[src/rtl/alu_seq.sv]
// alu_seq: one-at-a-time sequencer for the shared add/sub ALU.
// Executes ADD/SUB/CMP in one ALU cycle, and MUL as WIDTH shift-and-add steps.
//
// Ports:
//   clk, rst_n                      clock, async active-low reset
//   req_valid/req_ready/req_op/
//   req_a/req_b                     request handshake and operands
//   resp_valid/resp_ready/
//   resp_data/resp_cc               response handshake, result, {zero,pos}
//   alu_a/alu_b/alu_op              ALU operand and opcode drive
//   alu_e/alu_cc                    ALU combinational result and cc
module alu_seq #(
  parameter int WIDTH     = 8,
  parameter int MUL_STEPS = 8
) (
  input  logic             clk,
  input  logic             rst_n,
  input  logic             req_valid,
  output logic             req_ready,
  input  logic [1:0]       req_op,
  input  logic [WIDTH-1:0] req_a,
  input  logic [WIDTH-1:0] req_b,
  output logic             resp_valid,
  input  logic             resp_ready,
  output logic [WIDTH-1:0] resp_data,
  output logic [1:0]       resp_cc,
  output logic [WIDTH-1:0] alu_a,
  output logic [WIDTH-1:0] alu_b,
  output logic [3:0]       alu_op,
  input  logic [WIDTH-1:0] alu_e,
  input  logic [1:0]       alu_cc
);

  localparam int SW = (MUL_STEPS > 1) ? $clog2(MUL_STEPS) : 1;
  localparam logic [SW-1:0] LAST = SW'(MUL_STEPS - 1);

  localparam logic [1:0] OP_ADD = 2'b00;
  localparam logic [1:0] OP_SUB = 2'b01;
  localparam logic [1:0] OP_MUL = 2'b10;
  localparam logic [1:0] OP_CMP = 2'b11;

  localparam logic [3:0] ALU_ADD = 4'h0;
  localparam logic [3:0] ALU_SUB = 4'h1;

  typedef enum logic [1:0] {
    S_IDLE,
    S_EXEC,
    S_MUL,
    S_RESP
  } state_t;

  state_t r_state;
  state_t w_state_nxt;

  // r_opa/r_opb hold A/B; during MUL they act as multiplicand/multiplier.
  logic [1:0]       r_op;
  logic [WIDTH-1:0] r_opa;
  logic [WIDTH-1:0] r_opb;
  logic [WIDTH-1:0] r_acc;
  logic [SW-1:0]    r_step;
  logic [WIDTH-1:0] r_data;
  logic [1:0]       r_cc;

  logic             w_accept;
  logic             w_last;
  logic [WIDTH-1:0] w_acc_nxt;

  assign w_accept  = (r_state == S_IDLE) && req_valid;
  assign w_last    = (r_step == LAST);
  assign w_acc_nxt = r_opb[0] ? alu_e : r_acc;

  always_ff @(posedge clk or negedge rst_n) begin
    if (!rst_n) begin
      r_state <= S_IDLE;
    end else begin
      r_state <= w_state_nxt;
    end
  end

  always_comb begin
    w_state_nxt = r_state;
    unique case (r_state)
      S_IDLE: begin
        if (req_valid) begin
          w_state_nxt = (req_op == OP_MUL) ? S_MUL : S_EXEC;
        end
      end
      S_EXEC: w_state_nxt = S_RESP;
      S_MUL: begin
        if (w_last) begin
          w_state_nxt = S_RESP;
        end
      end
      S_RESP: begin
        if (resp_ready) begin
          w_state_nxt = S_IDLE;
        end
      end
      default: w_state_nxt = S_IDLE;
    endcase
  end

  always_comb begin
    alu_a  = '0;
    alu_b  = '0;
    alu_op = ALU_ADD;
    unique case (1'b1)
      (r_state == S_EXEC): begin
        alu_a  = r_opa;
        alu_b  = r_opb;
        alu_op = (r_op == OP_ADD) ? ALU_ADD : ALU_SUB;
      end
      (r_state == S_MUL): begin
        alu_a  = r_acc;
        alu_b  = r_opa;
        alu_op = ALU_ADD;
      end
      default: begin
      end
    endcase
  end

  assign req_ready  = (r_state == S_IDLE);
  assign resp_valid = (r_state == S_RESP);
  assign resp_data  = r_data;
  assign resp_cc    = r_cc;

  always_ff @(posedge clk or negedge rst_n) begin
    if (!rst_n) begin
      r_op   <= OP_ADD;
      r_opa  <= '0;
      r_opb  <= '0;
      r_acc  <= '0;
      r_step <= '0;
      r_data <= '0;
      r_cc   <= 2'b00;
    end else begin
      unique case (r_state)
        S_IDLE: begin
          if (w_accept) begin
            r_op   <= req_op;
            r_opa  <= req_a;
            r_opb  <= req_b;
            r_acc  <= '0;
            r_step <= '0;
          end
        end
        S_EXEC: begin
          unique case (r_op)
            OP_SUB: begin
              r_data <= alu_e;
              r_cc   <= alu_cc;
            end
            OP_CMP: begin
              r_data <= '0;
              r_cc   <= alu_cc;
            end
            default: begin
              r_data <= alu_e;
              r_cc   <= 2'b00;
            end
          endcase
        end
        S_MUL: begin
          r_acc  <= w_acc_nxt;
          r_opa  <= r_opa << 1;
          r_opb  <= r_opb >> 1;
          r_step <= r_step + SW'(1);
          if (w_last) begin
            r_data <= w_acc_nxt;
            r_cc   <= {(w_acc_nxt == '0), 1'b0};
          end
        end
        default: begin
        end
      endcase
    end
  end

endmodule

[config.mk]
export PLATFORM = sky130hd
export DESIGN_NAME = alu_seq
export DESIGN_NICKNAME = d
export VERILOG_FILES = /design/src/rtl/alu_seq.sv
export SDC_FILE = /design/constraint.sdc
export NUM_CORES = 1
export LEC_CHECK = 0
export CORE_UTILIZATION = 48
export CTS_CLUSTER_SIZE = 20
export DETAILED_ROUTE_END_ITERATION = 10
export PLACE_DENSITY = 0.88
export SYNTH_ARGS = -nofsm -noshare
export SYNTH_HDL_FRONTEND = slang
export SYNTH_SLANG_ARGS = --single-unit
export TNS_END_PERCENT = 5
[constraint.sdc]
create_clock -name clk -period 2.3 [get_ports clk]
set_input_delay 0.46 -clock clk [delete_from_list [all_inputs] [get_ports clk]]
set_output_delay 0.46 -clock clk [all_outputs]
set_load 0.05 [all_outputs]
* Word level (Yosys, flattened, before mapping)
Index checks and enable logic that the tools add are counted.
Cells by class: $add $sub $neg 1, equality and inequality tests 11, muxes and demuxes 24, reductions and logical operators 11
Operators by type and width (count):
- $pmux W8 S2 | 6
- $mux W8 | 6
- $mux W2 | 6
- $eq A2 B2 Y1 const B | 4
- $logic_not A8 Y1 | 1
- $pmux W2 S4 | 1
- $pmux W3 S2 | 1
- $reduce_and A2 Y1 | 3
- $eq A2 B1 Y1 const B | 2
- $logic_not A2 Y1 | 2
- $ne A2 B1 Y1 const B | 2
- $ne A2 B2 Y1 const B | 2
- $pmux W2 S2 | 1
- $reduce_bool A2 Y1 | 2
- $add A3 B1 Y3 const B | 1
- $eq A3 B3 Y1 const B | 1
- $mux W3 | 1
- $reduce_and A3 Y1 | 1
- $mux W1 | 2
- $reduce_or A2 Y1 | 1
- $logic_and A1 B1 Y1 | 1
Word-level totals: output and inout bits 32, logic and storage cells 55, input port bits 32, bits in registers 41

* Depth between registers and ports, before layout
Gate-level depths: netlist (run 1).
depth after elaboration 4, mapped depth 7

* Least setup slack after synthesis (run 1)
Ideal clock, no wire load.
kind register to output, from register r_state[0], to output alu_b[5], setup slack -0.048 ns, stages on the path, launching flop included 7, arrival 1.888 ns, cell sequence dfrtp_1 > inv_1 > ha_1 > buf_4 > buf_2 > a22oi_1 > nor2_1
Between the ends: word-level cells in the longest chain between the ends 2, elaborated cells between the ends (all ways) 3, those cells by class 2 x eq/ne; 1 x mux
RTL lines:
- from (decl) | line 52 | state_t r_state;
- from (signal assigned) | line 76 | r_state <= w_state_nxt;
- $eq A2 B2 Y1 or $eq A2 B1 Y1 (tied branches) | line 113, 108
- $pmux W8 S2 (*) | line 107 | unique case (1'b1)
- to (decl) | line 28 | output logic [WIDTH-1:0] alu_b,
Mark *: on every way between the ends. The rest lies on a longest branch, timed or not.

* Final worst setup path (run 1)
from register r_state[1], to output alu_a[0]
Between the ends: word-level cells in the longest chain between the ends 2, elaborated cells between the ends (all ways) 3, those cells by class 2 x eq/ne; 1 x mux
RTL lines:
- $eq A2 B2 Y1 or $eq A2 B1 Y1 (tied branches) | line 113, 108
- $pmux W8 S2 (*) | line 107
- to (decl) | line 27 | output logic [WIDTH-1:0] alu_a,
Marked as above.

==> flow_summary.yaml, run 1 <==
timing:
  max_freq_ghz: 0.4498
  skew_ns: 0.004196
  finalSetupViolCount: 0
  worst_pin_slew_ns: 0.6447
  period_share_pct: 96.66
  slew_viol_final: 0
  relSlewSlack_pct: 57.02
  fin_hold_ws_ns: 0.06716
  grt_setup_unrepaired: "false"
  hold_viol_final: 0
  layout_setup_ws_ns: 0.07672
  min_period_ns: 2.223
floorplan:
  rows: 25
  pin_count: 64
  core_region_area_um2: 4723
  chipHeight_um: 72.21
  die_width_um: 72.21
  dieArea_um2: 5214
  start_util_pct: 50.09
detailed_routing:
  drc: 0
  drt_iter0_markers: 203
  highest_layer: "met4"
  routed_via_density: 5.755
  dr_wl_met3_um: 376
  vias: 2141
  wire_per_inst_um: 16.94
  drt_pre_antenna_iters: 4
  wl_met1_mm: 2.691
  dr_wl_met2_mm: 3.115
  ant_nets: 0
  wirelength_mm: 6.301
clock_tree:
  ctsHoldBuffers: 0
  htreeDepth: 2
  clockRootBuffer: "clkbuf_8"
  cts_buffers: 5
  tritoncts: "yes"
  cts.clk_slew.worst_paths_ns: 0.08
  clkSinkCount: 41
  insertion_delay_ns: 0.30
  cts.path.max_buffers: 2
placed_design:
  placed_area_um2: 3207
  place_ws_ns: 0.1172
  gp_congestion: 0.8284
  hpwl_mm: 4.444
  port_buffers: 60
synthesis:
  synth-seq-cells: 41
  synth_edf_count: 0
  async_reset_ff_share_pct: 100.0
  synth_top_area_share_pct: 43.36
  seq_area_frac_synth_pct: 43.36
  synthTopCellsByArea: "dfrtp_1 (43%), mux2i_1 (7.6%), a22oi_1 (7.3%), o21ai_0 (5.1%), nand2_1 (4.9%)"
  yosys_most_used_dff: "dfrtp_1"
  ys_types: 39
  yosys_warnings: 0
  syn_inst: 241
  syn_avg_cell_area_um2: 9.818
  synth_area_um2: 2366
  synth_area_leader_cell: "dfrtp_1"
pwr:
  p_comb_share_pct: 65.3
  p_sw_mw: 2.624
  p_sw_share_pct: 49.32
  clkPwrFrac_pct: 8.8
  power.density_nw_per_um2: 1581
  seqPwrFrac_pct: 25.9
  ir_worst_vdd_uv: 886.2
  leakage_nw: 1.435
  internal_power_mw: 2.696
setup_path:
  worstPathRequired_ns: 1.84
  critPathMaxFanout: 13
  critPathArrivalTime_ns: 1.76
  crit_type: "flip-flop to output port"
  crit_path_end_kind: "output port"
  worst_setup_path_start_kind: "flip-flop"
cells_and_area:
  utilization_pct: 71.26
  drive_gt1_share_pct: 23.28
  num-fill-cells: 322
  most-common-layout-cells: "clkdlybuf4s50_1 (41), dfrtp_1 (40), nand2_1 (31)"
  syn_to_final_growth_pct: 42.25
  final_common_cell: "clkdlybuf4s50_1"
  stdcell_area_um2: 3366
  nets: 344
  num_antenna_cells: 0
run_status:
  status: "completed"
global_routing:
  grt_max_degree: 29
  grt_pass1_vias: 2016
  track_usage_pct: 25.16
  grt_overflow: 0
  grt_pass1_wl_mm: 10.05
  antenna_found_initial: 0
min_path:
  holdCritPathClass: "primary input to async pin"
run:
  cap_violations: 0
==> Yosys cell counts (all sizes together) (2+ instances only) <==
master and instances:
nor2 19, a22o 6, nor3 2, nand2 31, clkbuf 2, a32o 3
ha 8, a21oi 2, o31ai 4, mux2 10, inv 5, buf 16
mux2i 20, o21ai 26, nor2b 8, a22oi 23, dfrtp 41
==> stage by stage <==
step | power (mW) | TNS [ns] | instances
4_1_cts | 5.209 | 0 | 371
6_report | 5.320 | 0 | 372
2_1_floorplan | 3.402 | -0.5253 | 243
3_3_place_gp | 4.521 | 0 | 363
5_1_grt | 5.623 | 0 | 372
3_5_place_dp | 4.620 | 0 | 363
==> area by class of cell <==
type / count / area, um2 / share of cell area [%]
multi-input combinational: 178 / 1266 / 37.62
sequential: 41 / 1027 / 30.52
timing repair buffer: 72 / 877.1 / 26.06
tap: 67 / 83.83 / 2.491
clock buffer: 5 / 68.82 / 2.045
inverter: 6 / 25.02 / 0.7435
clock inverter: 3 / 17.52 / 0.5204
==> worst paths after layout <==
check / start / endpoint / slack [ns] / cells after the start
worst max-delay path: r_state[1]$_DFFE_PN0P_ / alu_a[0] / 0.08 / 6
worst min-delay path: rst_n / r_acc[3]$_DFFE_PN0P_ / 0.07 / 1
worst max register to register: r_state[0]$_DFFE_PN0P_ / r_opb[5]$_DFFE_PN0P_ / 0.23 / 7
worst min register to register: resp_cc[0]$_DFFE_PN0P_ / resp_cc[0]$_DFFE_PN0P_ / 0.47 / 2
max in group asynchronous: rst_n / r_state[1]$_DFFE_PN0P_ / 1.55 / 2
min in group clk: resp_cc[0]$_DFFE_PN0P_ / resp_cc[0]$_DFFE_PN0P_ / 0.47 / 2
==> power groups by stage <==
stage | registers (mW) | logic [mW] | clock network (mW)
2_1_floorplan | 1.49 | 1.91 | 0
3_3_place_gp | 1.34 | 3.18 | 0
3_5_place_dp | 1.36 | 3.26 | 0
4_1_cts | 1.36 | 3.38 | 0.471
5_1_grt | 1.42 | 3.71 | 0.501
6_report | 1.38 | 3.47 | 0.467
==> state kept, by name (all words and copies together) (netlist names) <==
register	flops
r_acc	8
r_opb	8
r_op	2
r_opa	8
resp_cc	2
r_state	2
resp_data	8
r_step	3
==> worst max-delay path, cell delays in order, from the launching register on <==
cell,delay [ns]
dfrtp_2,0.43
inv_1,0.11
ha_1,0.35
inv_4,0.07
buf_6,0.17
nor2_2,0.18
buf_12,0.16
==> routing by layer <==
| layer | global-route usage [%] | up-vias |
|---|---|---|
| met2 | 40.50 | 93 |
| li1 | - | 986 |
| met3 | 4.861 | 13 |
| met1 | 33.73 | 1049 |
| met4 | 9.586 | 0 |
| met5 | 0 | - |
==> kinds of logic (layout without fill, tap and decap cells) <==
group | after synthesis | after routing | synth area share (%)
AND/OR/NAND/NOR | 69 | 69 | 13.38
AO/OA/AOI/OAI | 68 | 68 | 19.41
flip-flops | 41 | 41 | 43.36
multiplexers | 30 | 30 | 13.70
buffers and inverters | 24 | 86 | 5.764
adder cells (fa/ha/maj) | 8 | 8 | 4.231
other | 1 | 3 | 0.1585
==> timing repair <==
action                     4_1_cts  5_1_grt
gates resized for setup         16        6
setup endpoints to repair       16       16
pin swaps                        0        1
hold endpoints to repair         0        0
setup buffers                    0        1
Power figures use the tool's default switching activity.
==> inputs of run 2 (changes only) <==
CAP_MARGIN = 10   (was not set)
==> results of run 2 <==
No change in the layout: final DEF, timing and power equal those of run 1.
==> inputs of run 3 (changes only) <==
==> constraint.sdc (replaced) <==
create_clock -name clk -period 2.3 [get_ports clk]
set_input_delay 0.46 -clock clk [delete_from_list [all_inputs] [get_ports clk]]
set_output_delay 0.46 -clock clk [all_outputs]
set_load 0.01 [all_outputs]
==> flow_summary.yaml, run 3 (synthesized netlist as in run 1, its figures left out) <==
detailed_routing:
  wl_met1_mm: 2.458
  dr_wl_met3_um: 248
  routed_via_density: 5.476
  drt_pre_antenna_iters: 4
  drt_iter0_markers: 86
  dr_wl_met2_mm: 2.855
  ant_nets: 0
  vias: 2059
  highest_layer: "met4"
  drc: 0
  wire_per_inst_um: 15.11
  wirelength_mm: 5.683
cells_and_area:
  num_antenna_cells: 0
  nets: 348
  most-common-layout-cells: "clkdlybuf4s50_1 (43), dfrtp_1 (41), nand2_1 (31)"
  final_common_cell: "clkdlybuf4s50_1"
  num-fill-cells: 357
  syn_to_final_growth_pct: 35.17
  utilization_pct: 67.71
  drive_gt1_share_pct: 14.24
placed_design:
  hpwl_mm: 4.282
  gp_congestion: 0.8357
  port_buffers: 60
min_path:
  holdCritPathClass: "primary input to async pin"
global_routing:
  grt_max_degree: 30
  grt_pass1_wl_mm: 9.287
  grt_overflow: 0
  track_usage_pct: 23.47
  antenna_found_initial: 0
  grt_pass1_vias: 2041
setup_path:
  worstPathRequired_ns: 1.84
  reg2reg_to: "r_acc[0]$_DFFE_PN0P_"
  worst_setup_path_start_kind: "flip-flop"
  critPathMaxFanout: 12
  critPathArrivalTime_ns: 1.77
  slowest_stage: "dfrtp_1"
  slowest_delay_ns: 0.37
  reg2reg_slack_ns: 0.38
  crit_type: "flip-flop to output port"
  cp_cell_sequence: "inv_2, ha_1, clkinv_2, buf_12, nor2_1, clkdlybuf4s15_1"
  crit_path_end_kind: "output port"
  ff2ff_path_depth: 7
  r2r-start: "r_state[1]$_DFFE_PN0P_"
timing:
  grt_setup_unrepaired: "true"
  period_share_pct: 96.97
  hold_viol_final: 0
  relSlewSlack_pct: 67.05
  worst_pin_slew_ns: 0.4910
  finalSetupViolCount: 0
  max_freq_ghz: 0.4484
  min_period_ns: 2.230
  skew_ns: 0.005700
  slew_viol_final: 0
clock_tree:
  cts.path.max_buffers: 2
  clkSinkCount: 41
  insertion_delay_ns: 0.30
  clockRootBuffer: "clkbuf_8"
  tritoncts: "yes"
  cts_buffers: 5
  htreeDepth: 2
  cts.clk_slew.worst_paths_ns: 0.08
pwr:
  leakage_nw: 1.452
  power.density_nw_per_um2: 1340
  total_power_mw: 4.287
  ir_worst_vdd_uv: 844.5
run_status:
  status: "completed"
floorplan:
  rows: 25
  pin_count: 64
  chipHeight_um: 72.21
  dieArea_um2: 5214
  die_width_um: 72.21
  start_util_pct: 50.09
  core_region_area_um2: 4723
run:
  cap_violations: 0
==> run 3: cell types whose count changed in the layout (fill, tap and decap cells not counted), sizes merged <==
| cell | delta |
|---|---|
| clkdlybuf4s50 | +2 |
| inv | -1 |
| clkdlybuf4s15 | +1 |
| clkbuf | +2 |
| buf | -14 |
| dlygate4sd2 | +15 |
| clkinvlp | -1 |
==> run 3: metrics by stage <==
step / setup TNS, ns / setup WS (ns) / cell area (um2) / instances / hold slack, ns
after floorplan: 0 / 0.4383 / 2374 / 243 / 0.1644
after global placement: 0 / 0.07376 / 3072 / 366 / 0.4260
after detailed placement: -0.06537 / -0.06537 / 3072 / 366 / 0.4398
after CTS: 0 / 0.002677 / 3182 / 376 / 0.1192
after global routing: -0.01774 / -0.01774 / 3198 / 376 / 0.1385
final: 0 / 0.06973 / 3198 / 376 / 0.1012
==> run 3: per-layer routing <==
metal  vias to the layer above  track usage [%]
met5                         -                0
met4                         0            8.279
met3                        14            5.694
met2                        60            40.19
met1                       987            28.87
li1                        998                -
==> run 3: power by group <==
part | total [mW] | leakage [nW] | switching, mW | internal, mW
Sequential | 1.30 | 0.525 | 0.263 | 1.03
Combinational | 2.47 | 0.872 | 1.27 | 1.20
Clock | 0.523 | 0.0542 | 0.251 | 0.271
==> run 3: what timing repair did <==
item	in CTS	in global routing
buffers inserted	2	0
gates resized for setup	20	4
setup endpoints to repair	17	3
hold buffers	0	0
pin swaps	0	0
==> run 3: how the worst max path moves through the flow <==
stage                      startpoint         to  depth (start not counted)
3_3_place_gp   r_state[0]$_DFFE_PN0P_   alu_a[7]                          6
2_1_floorplan  r_state[0]$_DFFE_PN0P_   alu_b[5]                          6
4_1_cts        r_state[1]$_DFFE_PN0P_  alu_op[0]                          5
6_report       r_state[0]$_DFFE_PN0P_   alu_a[5]                          6
3_5_place_dp   r_state[0]$_DFFE_PN0P_   alu_a[5]                          6
5_1_grt        r_state[0]$_DFFE_PN0P_   alu_a[5]                          6
==> run 3: layout make-up <==
class,count,area (um2),area share (%)
clock inverters,1,5.005,0.1565
multi-input cells,178,1241,38.81
repair buffers,76,721.9,22.57
inverters,6,23.77,0.7433
well taps,67,83.83,2.621
clock buffers,7,96.34,3.013
flip-flops and latches,41,1026,32.08
==> run 3: worst max-delay path, delay by kind of cell, from the launching register on <==
family	cells	cell delay [ns]
buffers and inverters	4	0.65
flip-flops	1	0.37
adder cells (fa/ha/maj)	1	0.32
AND/OR/NAND/NOR	1	0.13
==> RTL change 1 (flow settings as in run 1) <==
Make the reset (`rst_n`) synchronous in 2 clocked blocks. Comments in the files are not updated.
--- a/src/rtl/alu_seq.sv
+++ b/src/rtl/alu_seq.sv
@@ -70,5 +70,5 @@
   assign w_acc_nxt = r_opb[0] ? alu_e : r_acc;
 
-  always_ff @(posedge clk or negedge rst_n) begin
+  always_ff @(posedge clk) begin
     if (!rst_n) begin
       r_state <= S_IDLE;
@@ -126,5 +126,5 @@
   assign resp_cc    = r_cc;
 
-  always_ff @(posedge clk or negedge rst_n) begin
+  always_ff @(posedge clk) begin
     if (!rst_n) begin
       r_op   <= OP_ADD;
Check against the original RTL: differs if rst_n is asserted again (counterexample within 4 cycles, from zero or initial values and one cycle with rst_n low); with rst_n held inactive, the same outputs for 10 cycles.
==> RTL change 1 against run 1 <==
  * Sequential cell count unchanged
  * Wire length is 11% lower
  * Hold slack improved by 0.41 ns
  * First-iteration DRC count up 0.99%
  * Cell count fell by 3.5%
  * Maximum frequency is 0.85% higher
  * Power fell by 38%
  * Setup slack improved by 0.019 ns
  * Core utilization down 0.60 points
  * Via count fell by 0.33%
  * Global-route usage down 1.2 points
  * Area after synthesis decreased by 7.2%
  * Cell area decreased by 8.0%
  * Largest cell class unchanged
==> RTL change 1: results (changes against run 1) <==
CP max FO -> 5 (-8)
status -> finished clean
Final #Nets -> 346 (+0.58%)
routed len/inst -> 15.7 um (-7.3%)
Place WS -> 0.117 ns (-0.0000520 ns)
asr flop ratio synth -> 0 (-1.00)
vias in the first global route -> 2049 (+1.6%)
CTS max path bufs -> 2 (unchanged)
post-synth cell types -> 40 (+2.6%)
Post CTS Setup Buffer Count -> 0 (unchanged)
global-route wire length before repair -> 9360 um (-6.9%)
layout cells sized above 1 -> 0.166 (-0.0667)
worst-case reg-to-reg path depth -> 7 (unchanged)
pin count of the biggest net entering global routing -> 50 (+72%)
initial antenna violation count -> 0 (unchanged)
r2r setup slk -> 0.31 ns (+0.08 ns)
GR Util All Layers -> 0.239 (-0.0123)
Worst Path Arrival -> 1.74 ns (-0.02 ns)
Seq/Total Area, Yosys -> 0.374 (-0.0596)
top cells by area, synth -> dfxtp_1 37%, mux2i_1 7.8%, o211a_1 6.4%
Vias -> 2134 (-0.33%)
HPWL after detailed placement -> 4010 um (-9.7%)
drt initial violations -> 205 (+0.99%)
Leak -> 1.25 nW (-13%)
post-cts sizing count -> 2 (-14)
top post-synthesis cells by count -> 41 x dfxtp_1, 35 x nand2_1, 25 x nor2_1, 17 x mux2i_1, 16 x a22oi_1
VDD IR max -> 0.000543 V (-39%)
Setup Skew -> 0.00763 ns (+0.00344 ns)
Worst Hold Class -> flip-flop to flip-flop
routability cong. -> 0.821 (-0.86%)
Slew @ Worst Pin -> 0.549 ns (-0.0953 ns)
-- RTL change 1: worst max-delay path by stage --
stage          slack, ns    endpoint        from  cells past startpoint
5_1_grt           -0.009    alu_b[1]  r_state[0]                      6
2_1_floorplan      -0.07    alu_a[3]  r_state[1]                      6
3_5_place_dp        0.12    alu_b[5]  r_state[1]                      5
3_3_place_gp        0.20    alu_a[2]  r_state[1]                      5
4_1_cts             0.03    alu_b[5]  r_state[1]                      5
6_report             0.1  resp_valid  r_state[1]                      2
-- RTL change 1: critical path: stages (launching register included) --
cell and delay (ns):
dfxtp_1 0.41, ha_1 0.22, clkdlybuf4s50_1 0.82
-- RTL change 1: cell type report --
type / instances / area [um2]
repair buffers: 66 / 821
fillers: 309 / 1290
inverters: 5 / 21.3
clock buffers: 6 / 72.6
clock inverters: 2 / 10.0
multi-input cells: 187 / 1290
flip-flops and latches: 41 / 821
well taps: 52 / 65.1
-- RTL change 1: layer usage --
layer / track usage / share of wire / up-vias
met4: 0.0689 / 0.016 / 0
met1: 0.295 / 0.41 / 992
li1: - / - / 1020
met2: 0.405 / 0.49 / 108
met5: 0 / 0 / -
met3: 0.0712 / 0.086 / 14
-- RTL change 1: power by group --
| part | leakage, nW | switching (mW) | internal (mW) |
|---|---|---|---|
| clock | 0.0450 | 0.250 | 0.210 |
| combinational | 0.865 | 1.10 | 0.669 |
| sequential | 0.336 | 0.156 | 0.895 |
-- RTL change 1: cell families after synthesis --
logic type / after synthesis / synth area share
simple gates: 85 / 0.178
compound gates: 71 / 0.247
flops: 41 / 0.374
buf+inv: 25 / 0.0576
mux: 20 / 0.0958
fa+ha+maj: 8 / 0.0456
other cells: 1 / 0.00171
-- RTL change 1: through the flow --
step | utilization | cells | area [um2] | setup TNS [ns] | hold WS [ns]
global placement | 0.679 | 351 | 2980 | 0 | 0.442
CTS | 0.698 | 359 | 3060 | 0 | 0.480
global route | 0.707 | 359 | 3100 | -0.0270 | 0.506
detailed placement | 0.679 | 351 | 2980 | 0 | 0.470
finish | 0.707 | 359 | 3100 | 0 | 0.477
floorplan | - | 253 | 2200 | -0.569 | 0.443
==> RTL change 2 (config.mk and constraints of run 1) <==
Made on the original files. Set the parameter `WIDTH` to 6 (it was 8).
--- a/src/rtl/alu_seq.sv
+++ b/src/rtl/alu_seq.sv
@@ -11,5 +11,5 @@
 //   alu_e/alu_cc                    ALU combinational result and cc
 module alu_seq #(
-  parameter int WIDTH     = 8,
+  parameter int WIDTH     = 6,
   parameter int MUL_STEPS = 8
 ) (
Interface: changed (6 resized); port bits go from 64 to 52. No check against the original RTL was run, so the function may have changed too.
==> RTL change 2 against run 1 <==
  * Setup slack got worse by 0.075 ns
  * Combinational power fell by 17%
  * Clock power fell by 9.2%
  * First-iteration DRC count fell by 54%
  * Cell area fell by 18%
  * Sequential cell count fell by 8
  * Sequential power fell by 22%
  * Wire length fell by 26%
  * Synthesized cell count fell by 13%
  * Cell count fell by 17%
  * Area after synthesis fell by 16%
  * Power fell by 18%
  * Maximum frequency fell by 3.3%
  * Largest cell class unchanged
  * Largest power group unchanged
==> RTL change 2: results (changes against run 1) <==
vias in the first global route -> 1577 (-22%)
root buffer cell -> clkbuf_8
CP max FO -> 13 (unchanged)
CTS max path bufs -> 2 (unchanged)
Pint -> 2.29 mW (-15%)
Top Metal Used -> met4
Worst Hold Class -> flip-flop to flip-flop
layout cells sized above 1 -> 0.162 (-0.0706)
number of flops mapped to enable cells by yosys -> 0 (unchanged)
cts bufs inserted -> 5 (unchanged)
post-synth cell types -> 36 (-7.7%)
GR Util All Layers -> 0.229 (-0.0229)
Reg clk slew, reported paths -> 0.06 ns (-0.02 ns)
drt initial violations -> 94 (-54%)
Met3 Wirelength -> 230 um (-39%)
total of warnings raised by yosys -> 0 (unchanged)
Inserted Diodes -> 0 (unchanged)
status -> finished clean
routed length on met2 -> 2260 um (-28%)
routed len/inst -> 15.0 um (-11%)
pin count of the biggest net entering global routing -> 34 (+17%)
initial antenna violation count -> 0 (unchanged)
wl on met1 -> 2070 um (-23%)
area post-placement -> 2640 um2 (-18%)
delay of the slowest critical-path stage -> 0.43 ns (about the same)
Slowest-stage cell, CP -> dfrtp_1
Leak -> 1.17 nW (-18%)
routability cong. -> 0.853 (+2.9%)
top post-synthesis cells by count -> 33 x dfrtp_1, 32 x nand2_1, 20 x o21ai_1
Setup Skew -> 0.00449 ns (+0.000298 ns)
# port buffers -> 48 (-20%)
Via density -> 5.53 (-3.8%)
top cells by area, synth -> dfrtp_1 42%, mux2i_1 6.0%, nand2_1 6.0%
clock latency on the worst-skew pair -> 0.29 ns
global-route wire length before repair -> 7470 um (-26%)
H-tree levels -> 2 (unchanged)
worst rel slew slack -> 0.521 (-0.0489)
asr flop ratio synth -> 1.00 (unchanged)
Worst Path Arrival -> 1.84 ns (+0.08 ns)
VDD IR max -> 0.000815 V (-8.1%)
Final #Nets -> 291 (-15%)
HPWL after detailed placement -> 3240 um (-27%)
number of detailed-route iterations in the first pass -> 4 (unchanged)
Main synth FF type -> dfrtp_1
Seq/Total Area, Yosys -> 0.416 (-0.0178)
## RTL change 2: cell count changes after synthesis, moves of 7 or more
cell	before	now
o21ai_1	2	20
a31oi_1	1	8
o21ai_0	24	2
mux2_2	8	0
nor2_1	19	12
a22oi_1	23	12
dfrtp_1	41	33
## RTL change 2: cells by family after synthesis
group	after synthesis	synth area share
other	1	0.00189
and+or+nand+nor	66	0.169
DFF	33	0.416
buffers and inverters	28	0.0744
AOI/OAI and AO/OA	59	0.204
muxes	16	0.0907
adders and majority gates	7	0.0441
## RTL change 2: per-layer routing
layer / vias up / GRT usage
met3: 7 / 0.0483
met1: 807 / 0.291
met5: - / 0
met2: 56 / 0.364
met4: 0 / 0.117
li1: 840 / -
## RTL change 2: metrics by stage
step                      instances  setup slack, ns  utilization  total power, mW  hold WS [ns]
after floorplan                 212           0.0498            -             2.86         0.164
after global placement          300            0.344        0.664             3.71         0.450
after detailed placement        300            0.307        0.664             3.79         0.476
after CTS                       308         -0.00317        0.685             4.23         0.488
after global routing            309          -0.0675        0.696             4.64         0.510
final                           309          0.00190        0.696             4.36         0.483
## RTL change 2: worst paths after layout
kind / start / end / slack, ns / depth (start not counted)
min in group asynchronous: rst_n / resp_data[2] / 0.59 / 2
max in group asynchronous: rst_n / r_state[0] / 1.41 / 2
worst max-delay path: r_state[1] / alu_b[0] / 0.002 / 6
worst min register to register: resp_data[5] / resp_data[5] / 0.48 / 2
worst min-delay path: resp_data[5] / resp_data[5] / 0.48 / 2
worst max register to register: r_state[0] / resp_data[2] / 0.32 / 5
## RTL change 2: repair_timing
item / CTS / global route
setup buffers: 0 / 1
setup endpoints to repair: 5 / 12
resized for setup: 1 / 8
cloned: 0 / 0
## RTL change 2: layout make-up
type,instances,area [um2]
Multi-Input combinational cell,151,1040
Sequential cell,33,826
Fill cell,295,1210
Clock buffer,8,80.1
Timing Repair Buffer,57,713
Inverter,10,41.3
Tap cell,50,62.6
## RTL change 2: worst max-delay path: cells and delay by family (launching register included)
kind          cells  cell delay, ns
fa+ha+maj         1            0.36
flops             1            0.43
buf+inv           4            0.56
simple gates      1            0.20
## RTL change 2: power by group through the flow
stage | clock network [mW] | logic (mW) | registers [mW]
2_1_floorplan | 0 | 1.64 | 1.22
3_3_place_gp | 0 | 2.65 | 1.06
3_5_place_dp | 0 | 2.71 | 1.08
4_1_cts | 0.434 | 2.73 | 1.07
5_1_grt | 0.452 | 3.08 | 1.10
6_report | 0.424 | 2.87 | 1.07
